[config.mk]
export PLATFORM = sky130hd
export DESIGN_NAME = alu_result_skid
export DESIGN_NICKNAME = d
export VERILOG_FILES = /design/src/rtl/alu_result_skid.sv
export SDC_FILE = /design/constraint.sdc
export NUM_CORES = 1
export LEC_CHECK = 0
export ABC_AREA = 1
export CORE_UTILIZATION = 54
export CTS_CLUSTER_DIAMETER = 120
export DETAILED_ROUTE_END_ITERATION = 12
export PLACE_DENSITY = 0.85
export SKIP_LAST_GASP = 1
export SYNTH_ARGS = -nofsm -noshare
export SYNTH_HDL_FRONTEND = slang
export SYNTH_SLANG_ARGS = --single-unit
[constraint.sdc]
create_clock -name clk -period 3.7 [get_ports clk]
set_input_delay 0.74 -clock clk [delete_from_list [all_inputs] [get_ports clk]]
set_output_delay 0.74 -clock clk [all_outputs]
set_load 0.03 [all_outputs]
[src/rtl/alu_result_skid.sv]
// Two-entry registered skid buffer between the ALU and its consumer.
// Carries result, flags and command tag; counts accepted overflow results.
module alu_result_skid #(
    parameter int WIDTH     = 32,
    parameter int CNT_WIDTH = 16
) (
    input  logic                 clk,
    input  logic                 reset,
    input  logic                 in_valid,
    output logic                 in_ready,
    input  logic [WIDTH-1:0]     in_result,
    input  logic                 in_carryout,
    input  logic                 in_zero,
    input  logic                 in_overflow,
    input  logic [2:0]           in_command,
    output logic                 out_valid,
    input  logic                 out_ready,
    output logic [WIDTH-1:0]     out_result,
    output logic                 out_carryout,
    output logic                 out_zero,
    output logic                 out_overflow,
    output logic [2:0]           out_command,
    output logic [CNT_WIDTH-1:0] ovf_count,
    input  logic                 clear_count
);

    localparam int EW = WIDTH + 6;

    typedef enum logic [1:0] {
        EMPTY = 2'd0,
        ONE   = 2'd1,
        FULL  = 2'd2
    } state_t;

    state_t               state_q, state_d;
    logic [EW-1:0]        head_q, head_d;
    logic [EW-1:0]        skid_q, skid_d;
    logic [EW-1:0]        in_word;
    logic [CNT_WIDTH-1:0] cnt_q, cnt_d;
    logic                 accept, pop;
    logic                 load_head_in, load_head_skid, load_skid;

    assign in_word = {in_result, in_carryout, in_zero, in_overflow, in_command};
    assign accept  = in_valid & in_ready;
    assign pop     = out_valid & out_ready;

    always_ff @(posedge clk) begin
        if (reset) begin
            state_q <= EMPTY;
        end else begin
            state_q <= state_d;
        end
    end

    always_comb begin
        state_d = state_q;
        case (state_q)
            EMPTY: if (accept) state_d = ONE;
            ONE: begin
                if (accept && !pop)      state_d = FULL;
                else if (pop && !accept) state_d = EMPTY;
            end
            FULL:  if (pop) state_d = ONE;
            default: state_d = EMPTY;
        endcase
    end

    // Handshake outputs come from the state register only.
    always_comb begin
        in_ready       = (state_q != FULL);
        out_valid      = (state_q == ONE) || (state_q == FULL);
        load_head_in   = ((state_q == EMPTY) && accept)
                       || ((state_q == ONE) && accept && pop);
        load_skid      = (state_q == ONE) && accept && !pop;
        load_head_skid = (state_q == FULL) && pop;
    end

    always_comb begin
        head_d = head_q;
        skid_d = skid_q;
        if (load_head_skid)    head_d = skid_q;
        else if (load_head_in) head_d = in_word;
        if (load_skid)         skid_d = in_word;
    end

    always_comb begin
        cnt_d = cnt_q;
        if (clear_count) begin
            cnt_d = '0;
        end else if (accept && in_overflow && (cnt_q != '1)) begin
            cnt_d = cnt_q + CNT_WIDTH'(1);
        end
    end

    always_ff @(posedge clk) begin
        if (reset) begin
            head_q <= '0;
            skid_q <= '0;
            cnt_q  <= '0;
        end else begin
            head_q <= head_d;
            skid_q <= skid_d;
            cnt_q  <= cnt_d;
        end
    end

    assign {out_result, out_carryout, out_zero, out_overflow, out_command} = head_q;
    assign ovf_count = cnt_q;

endmodule

* Word level (Yosys, flattened, before mapping)
Cells that the tools add are included.
W data, S select, Z words.
** Storage, ports and cells
- Output and inout port bits :: 56
- Bits of input ports :: 43
- Flip-flop bits (word level) :: 94
- Word-level logic and storage cells :: 38
** Cells by class
- Reduce and logical (&&, ||, !) cells :: 17
- Bitwise logic cells :: 2
- Add/subtract/negate cells :: 1
- Equal/unequal tests :: 7
- Multiplexer cells :: 7
** Operators with widths (count)
- $mux W38 :: 2
- $add A16 B1 Y16 const B :: 1
- $ne A16 B16 Y1 const B :: 1
- $logic_and A1 B1 Y1 :: 9
- $mux W2 :: 4
- $ne A2 B2 Y1 const B :: 3
- $pmux W2 S3 :: 1
- $ne A3 B3 Y1 const B :: 1
- $reduce_and A3 Y1 :: 1
- $and A1 B1 Y1 :: 2
- $eq A2 B1 Y1 const B :: 1
- $eq A2 B2 Y1 const B :: 1
- $logic_not A1 Y1 :: 2
- $logic_not A2 Y1 :: 1
- $logic_or A1 B1 Y1 :: 2
- $reduce_bool A2 Y1 :: 1
- $reduce_or A2 Y1 :: 1

* Longest topological paths before layout
Gate-level depths: netlist of the first run.
- Depth after elaboration :: 7
- Mapped depth :: 13
- Gate-level depth less buffers :: 11

* Least setup slack after synthesis of the first run
Ideal clock, no wire load.
- Path kind :: register to register
- Start point :: reg state_q[1]
- End point :: reg head_q[29]
- Setup slack :: 1.879 ns
- Data arrival time :: 1.708 ns
- Cell stages (with the launch flop) :: 14
- Path through :: dfxtp_1 -> inv_1 -> ha_1 -> nand2_4 -> inv_4 -> nand2_1 -> nand2_1 -> nand2_1 -> nand2_2 -> inv_2 -> buf_6 -> buf_6 -> nor2_1 -> nor2_1
** On the way
- Longest elaborated chain between the ends :: 6
** Ends and longest elaborated chain
- start, declared :: line 35 : state_t state_q, state_d;
- start signal, assigned :: line 51 : state_q <= state_d;
- $eq A2 B1 Y1 / $eq A2 B2 Y1 (equally long branches) :: line 71 : out_valid = (state_q == ONE) || (state_q == FULL);
- $logic_or A1 B1 Y1 (*) :: line 71
- via out_valid :: line 16 : output logic out_valid,
- $and A1 B1 Y1 (*) :: line 45 : assign pop = out_valid & out_ready;
- $logic_and A1 B1 Y1 :: line 73 : || ((state_q == ONE) && accept && pop);
- $logic_or A1 B1 Y1 :: line 73
- $reduce_bool A2 Y1 (no line)
- end signal, assigned :: line 97 : head_q <= '0;
- end signal, assigned :: line 101 : head_q <= head_d;
- end, declared :: line 36 : logic [EW-1:0] head_q, head_d;
Mark *: on every way through the listed nets, which the timed path passes. The rest lies on a longest branch.
A chain may end at the register's enable or synchronous reset.

* Final worst setup path of the first run
- Start point :: reg state_q[0]
- End point :: out in_ready
** On the way
- Longest elaborated chain between the ends :: 1
** Ends and longest elaborated chain
- $ne A2 B2 Y1 :: line 70 : in_ready = (state_q != FULL);
- end, declared :: line 10 : output logic in_ready,
No other way between the ends.

==> results_dict.tcl, run 1 <==
set metrics [dict create \
    start_util_pct 55.9 \
    chipWidth_um 91.4 \
    synth_ff_type "dfxtp_1" \
    nets 742 \
    grt_remaining_overflow 0 \
    setup_viol 0 \
    postRouteWirelength_um 10100 \
    grt_pass1_vias 3698 \
    grt_max_degree 74 \
    postLayoutCellArea_sq_mm 0.00541 \
    worstPathRequired_ps 2960 \
    max_freq_mhz 366 \
    syn_area_per_cell_sq_um 7.03 \
    tritoncts "done" \
    grt_setup_unrepaired "no" \
    synth_edf_count 0 \
    ys_top_cells_by_count "nor2_1, dfxtp_1, nand2_1" \
    num_vias 4178 \
    yosysWarnings 0 \
    cts_buffers 9 \
    drt_iter0_markers 197 \
    drcViolationCount 0 \
    drive_gt1_share_pct 5.44 \
    cts_setup_buffers 0 \
    dp_slack_ps 812 \
    die_h_um 91.4 \
    crit_arrival_ps 1990 \
    drv_cap 0 \
    synth_top_area_share_pct 43.6 \
    grt_usage_pct 25.1 \
    path_max_fanout 8 \
    cts-resized-gates 0 \
    fillers 628 \
    crit_path_end_kind "primary output" \
    yosysSeqAreaShare_pct 43.6 \
    async_flop_share_pct 0 \
    ant_nets 0 \
    hp-class "flop to flop" \
    min_period_ps 2730 \
    cp-startpoint "state_q[0]" \
    finalWorstSetupSlack_ps 969 \
    dr.pass1.iters 5 \
    synth.largest_area_cell "dfxtp_1" \
    ys_seq_elements 94 \
    syn-instance-count 614 \
    cts_hold_buf 0 \
    synth_nets 663 \
    synth_area_leaders "dfxtp_1, nor2_1, nand2_1" \
    wl_per_cell_um 12.7 \
    cts_sinks 94 \
    clkTransAtPathRegs_ps 90 \
    worstRegToRegCells 7 \
    yosysUniqueCellTypes 26 \
    netlist_area_sq_mm 0.00432 \
    worstSetupPathType "flop to primary output" \
    diodes 0 \
    clock_skew_ps 10.2 \
    worst_slew_pin_slew_ps 989 \
    place_congestion 0.887 \
    area_growth_pct 25.3 \
    fin_crit_sh_pct 73.8 \
    min-delay-start "skid_q[25]" \
    ctsRootBufferMaster "clkbuf_8" \
    rows 32 \
    max-vdd-ir-drop_mv 0.423 \
    pin_count 99 \
    holdPathStages 2 \
    total_leakage_power_nw 2.20 \
    clk_path_buf_depth 2 \
    setup_tns_ps 0 \
    die-area_sq_mm 0.00836 \
    antenna_found_initial 0 \
    yosysMostFrequentCell "nor2_1" \
    coreArea_sq_mm 0.00773 \
    outcome "complete, no violations" \
    avgViaCountPerCell 5.22 \
    p_per_area_mw_per_mm2 651 \
    fin_util_pct 70.0 \
    maxSlewHeadroom_pct 33.8 \
    clock_latency_ps 360 \
    grt_pass1_wl_um 17000 \
    power_mw 3.52 \
    port_buffers 98 \
    finalHoldViolations 0 \
    htreeDepth 3 \
    placed_area_sq_mm 0.00521 \
    cp-start-kind "flop" \
    regToRegStartpoint "state_q[0]" \
    dp_hpwl_um 6760 \
    slew_viol_final 0 \
]
-- cells in the final DEF, fill, tap and decap left out, types with 2 or more instances in the layout --
cell             synthesis  layout
clkdlybuf4s50_1          0      98
nand2_1                 87      87
o21ai_1                 50      50
inv_1                   60      59
nor3_1                   3       3
dfxtp_1                 94      94
nand4_1                  4       4
clkbuf_8                 0       9
nand3_2                  2       2
ha_1                     6       6
clkinvlp_4               0       2
a21oi_1                 47      47
nand3_1                 22      22
nor2_1                 121     121
nor2_2                   5       5
clkinv_4                 0       2
o21ai_0                 65      65
buf_4                    2       6
inv_2                    3       4
nand2_2                  3       3
-- logic make-up after synthesis --
kind of cell	after synthesis	synth area share (%)
and+or+nand+nor	249	23.7
AOI/OAI and AO/OA	164	19.1
buffers and inverters	100	11.7
xor gates and xnor gates	1	0.203
adders and majority gates	6	1.74
DFF	94	43.6
-- power breakdown --
| group | leakage, nW | total [mW] | internal, mW | switching [mW] |
|---|---|---|---|---|
| sequential | 0.770 | 1.41 | 1.29 | 0.125 |
| clock | 0.0931 | 0.686 | 0.318 | 0.368 |
| combinational | 1.34 | 1.43 | 0.533 | 0.893 |
| total | 2.20 | 3.52 | 2.14 | 1.39 |
-- final timing paths --
kind / slack [ps] / end
worst max-delay path: 970 / in_ready
worst min-delay path: 450 / skid_q[25]
worst min register to register: 450 / skid_q[25]
worst max register to register: 1270 / skid_q[8]
-- worst max-delay path, stage by stage, from the launching register on --
cell and delay (ps):
dfxtp_1 390, inv_1 90, ha_1 340, inv_2 130, clkdlybuf4s50_1 680
-- metrics by stage --
step / instances / hold slack (ps)
after floorplan: 614 / 424
after global routing: 800 / 465
after global placement: 784 / 434
after detailed placement: 784 / 439
final: 800 / 452
after CTS: 800 / 452
-- routing by layer --
metal / vias to the layer above / GRT usage [%] / part of all wire, %
li1: 2122 / - / -
met1: 1922 / 33.6 / 45
met2: 118 / 40.3 / 47
met3: 16 / 3.85 / 5.4
met4: 0 / 10.1 / 1.7
met5: - / 0 / 0
-- registers in the layout (all words and copies together), names as in the netlist --
name	cells
state_q	2
ovf_count	16
skid_q	38
head_q	38
-- cell type report --
| class | instances | area (sq um) | area share [%] |
|---|---|---|---|
| clock inverters | 6 | 71.3 | 1.32 |
| clock buffers | 10 | 128 | 2.36 |
| multi-input cells | 420 | 1930 | 35.7 |
| well taps | 102 | 128 | 2.36 |
| repair buffers | 104 | 1030 | 19.0 |
| flip-flops and latches | 94 | 1880 | 34.8 |
| inverters | 64 | 243 | 4.49 |
No activity file was read; power rests on OpenSTA's default activity.
==> run 2: changes to the inputs <==
--- a/config.mk
+++ b/config.mk
@@ -6,10 +6,10 @@
 export NUM_CORES = 1
 export LEC_CHECK = 0
 export ABC_AREA = 1
-export CORE_UTILIZATION = 54
+export CORE_UTILIZATION = 45
 export CTS_CLUSTER_DIAMETER = 120
 export DETAILED_ROUTE_END_ITERATION = 12
-export PLACE_DENSITY = 0.85
+export PLACE_DENSITY = 0.76
 export SKIP_LAST_GASP = 1
 export SYNTH_ARGS = -nofsm -noshare
 export SYNTH_HDL_FRONTEND = slang
==> constraint.sdc (replaced) <==
create_clock -name clk -period 2.5 [get_ports clk]
set_input_delay 0.5 -clock clk [delete_from_list [all_inputs] [get_ports clk]]
set_output_delay 0.5 -clock clk [all_outputs]
set_load 0.03 [all_outputs]
==> results_dict.tcl, run 2 (synthesis results as in run 1) <==
set metrics [dict create \
    worstPathRequired_ps 2000 \
    cts_buffers 9 \
    clock_skew_ps 11.6 \
    grt_max_degree 78 \
    min_to "skid_q[9]" \
    cts-resized-gates 0 \
    clk_path_buf_depth 2 \
    start_util_pct 46.5 \
    cp-start-kind "flop" \
    wl_per_cell_um 12.1 \
    die_h_um 100 \
    worstSetupPathType "flop to primary output" \
    grt_usage_pct 20.7 \
    regToRegStartpoint "state_q[1]" \
    cts_sinks 94 \
    finalWorstSetupSlack_ps 144 \
    drcViolationCount 0 \
    grt_pass1_wl_um 16800 \
    area_growth_pct 26.3 \
    chipWidth_um 100 \
    setup_viol 0 \
    grt_pass1_vias 3779 \
    min-delay-start "skid_q[9]" \
    setup_tns_ps 0 \
    total_leakage_power_nw 2.21 \
    regToRegSetupSlack_ps 430 \
    place_congestion 0.828 \
    diodes 0 \
    fin_crit_sh_pct 94.3 \
    p_per_area_mw_per_mm2 948 \
    die-area_sq_mm 0.00999 \
    nets 743 \
    layout_common_cells "nor2_1, clkdlybuf4s50_1, dfxtp_1, nand2_1, o21ai_0" \
    path_max_fanout 4 \
    cts_hold_buf 0 \
    crit_path_end_kind "primary output" \
    coreArea_sq_mm 0.00928 \
    grt_setup_unrepaired "no" \
    avgViaCountPerCell 4.96 \
    htreeDepth 3 \
    dr.pass1.iters 5 \
    cts_setup_buffers 0 \
    fin_util_pct 58.8 \
    holdPathStages 2 \
    dp_slack_ps 301 \
    clock_latency_ps 360 \
    num_vias 4107 \
    slew_viol_final 0 \
    tritoncts "done" \
    postLayoutCellArea_sq_mm 0.00546 \
    timing.rr.end "head_q[12]" \
    drt_iter0_markers 168 \
    clkTransAtPathRegs_ps 90 \
    min_period_ps 2360 \
    postRouteWirelength_um 10100 \
    ctsRootBufferMaster "clkbuf_8" \
    ant_nets 0 \
    pin_count 99 \
    power_mw 5.17 \
    worst_slew_pin_slew_ps 712 \
    max-vdd-ir-drop_mv 0.582 \
    antenna_found_initial 0 \
    drv_cap 0 \
    worstRegToRegCells 11 \
    placed_area_sq_mm 0.00526 \
    finalHoldViolations 0 \
    outcome "complete, no violations" \
    rows 35 \
    port_buffers 98 \
    maxSlewHeadroom_pct 52.4 \
    max_freq_mhz 424 \
    drive_gt1_share_pct 5.72 \
    hp-class "flop to flop" \
    layout.cells.most_common "nor2_1" \
    crit_arrival_ps 1860 \
    dp_hpwl_um 6680 \
    grt_remaining_overflow 0 \
]
[run 2: cell types whose count changed in the layout (fill, tap and decap cells not counted)]
cell,delta
buf_12,+1
bufinv_16,-1
clkbuf_1,-1
clkdlybuf4s50_1,-1
clkinvlp_4,-1
dlymetal6s2s_1,+1
inv_6,+1
inv_8,+2
[run 2: cell type report]
type,instances,area [sq um]
clock buffer,9,124
clock inverter,7,65.1
inverter,64,243
sequential,94,1880
tap,129,161
multi-input combinational,420,1930
timing repair buffer,105,1050
fill,881,3830
[run 2: routing by layer]
layer  vias to the layer above  part of all wire, %  global-route usage, %
met3                        12                  5.0                   4.60
met5                         -                    0                      0
met4                         0                  1.4                   7.47
met2                       105                   46                   33.8
li1                       2124                    -                      -
met1                      1866                   47                   26.7
[run 2: worst max-delay path by stage]
stage	start	to	depth (start not counted)
2_1_floorplan	state_q[1]	head_q[29]	13
3_3_place_gp	out_ready	head_q[8]	10
3_5_place_dp	out_ready	head_q[19]	10
4_1_cts	state_q[0]	in_ready	4
5_1_grt	state_q[1]	out_valid	3
6_report	state_q[1]	out_valid	3
[run 2: stage by stage]
step / cells / hold slack [ps]
2_1_floorplan: 614 / 424
3_3_place_gp: 812 / 432
3_5_place_dp: 812 / 439
4_1_cts: 828 / 452
5_1_grt: 828 / 468
6_report: 828 / 450
[run 2: worst max-delay path, stage by stage (launching register included)]
cell and delay (ps):
dfxtp_1 400, inv_1 90, ha_1 340, clkdlybuf4s50_1 680
[run 2: where the power goes]
part | switching, mW | leakage (nW) | internal, mW | total, mW
Combinational | 1.32 | 1.35 | 0.795 | 2.11
Sequential | 0.190 | 0.770 | 1.90 | 2.09
Clock | 0.581 | 0.0943 | 0.386 | 0.968
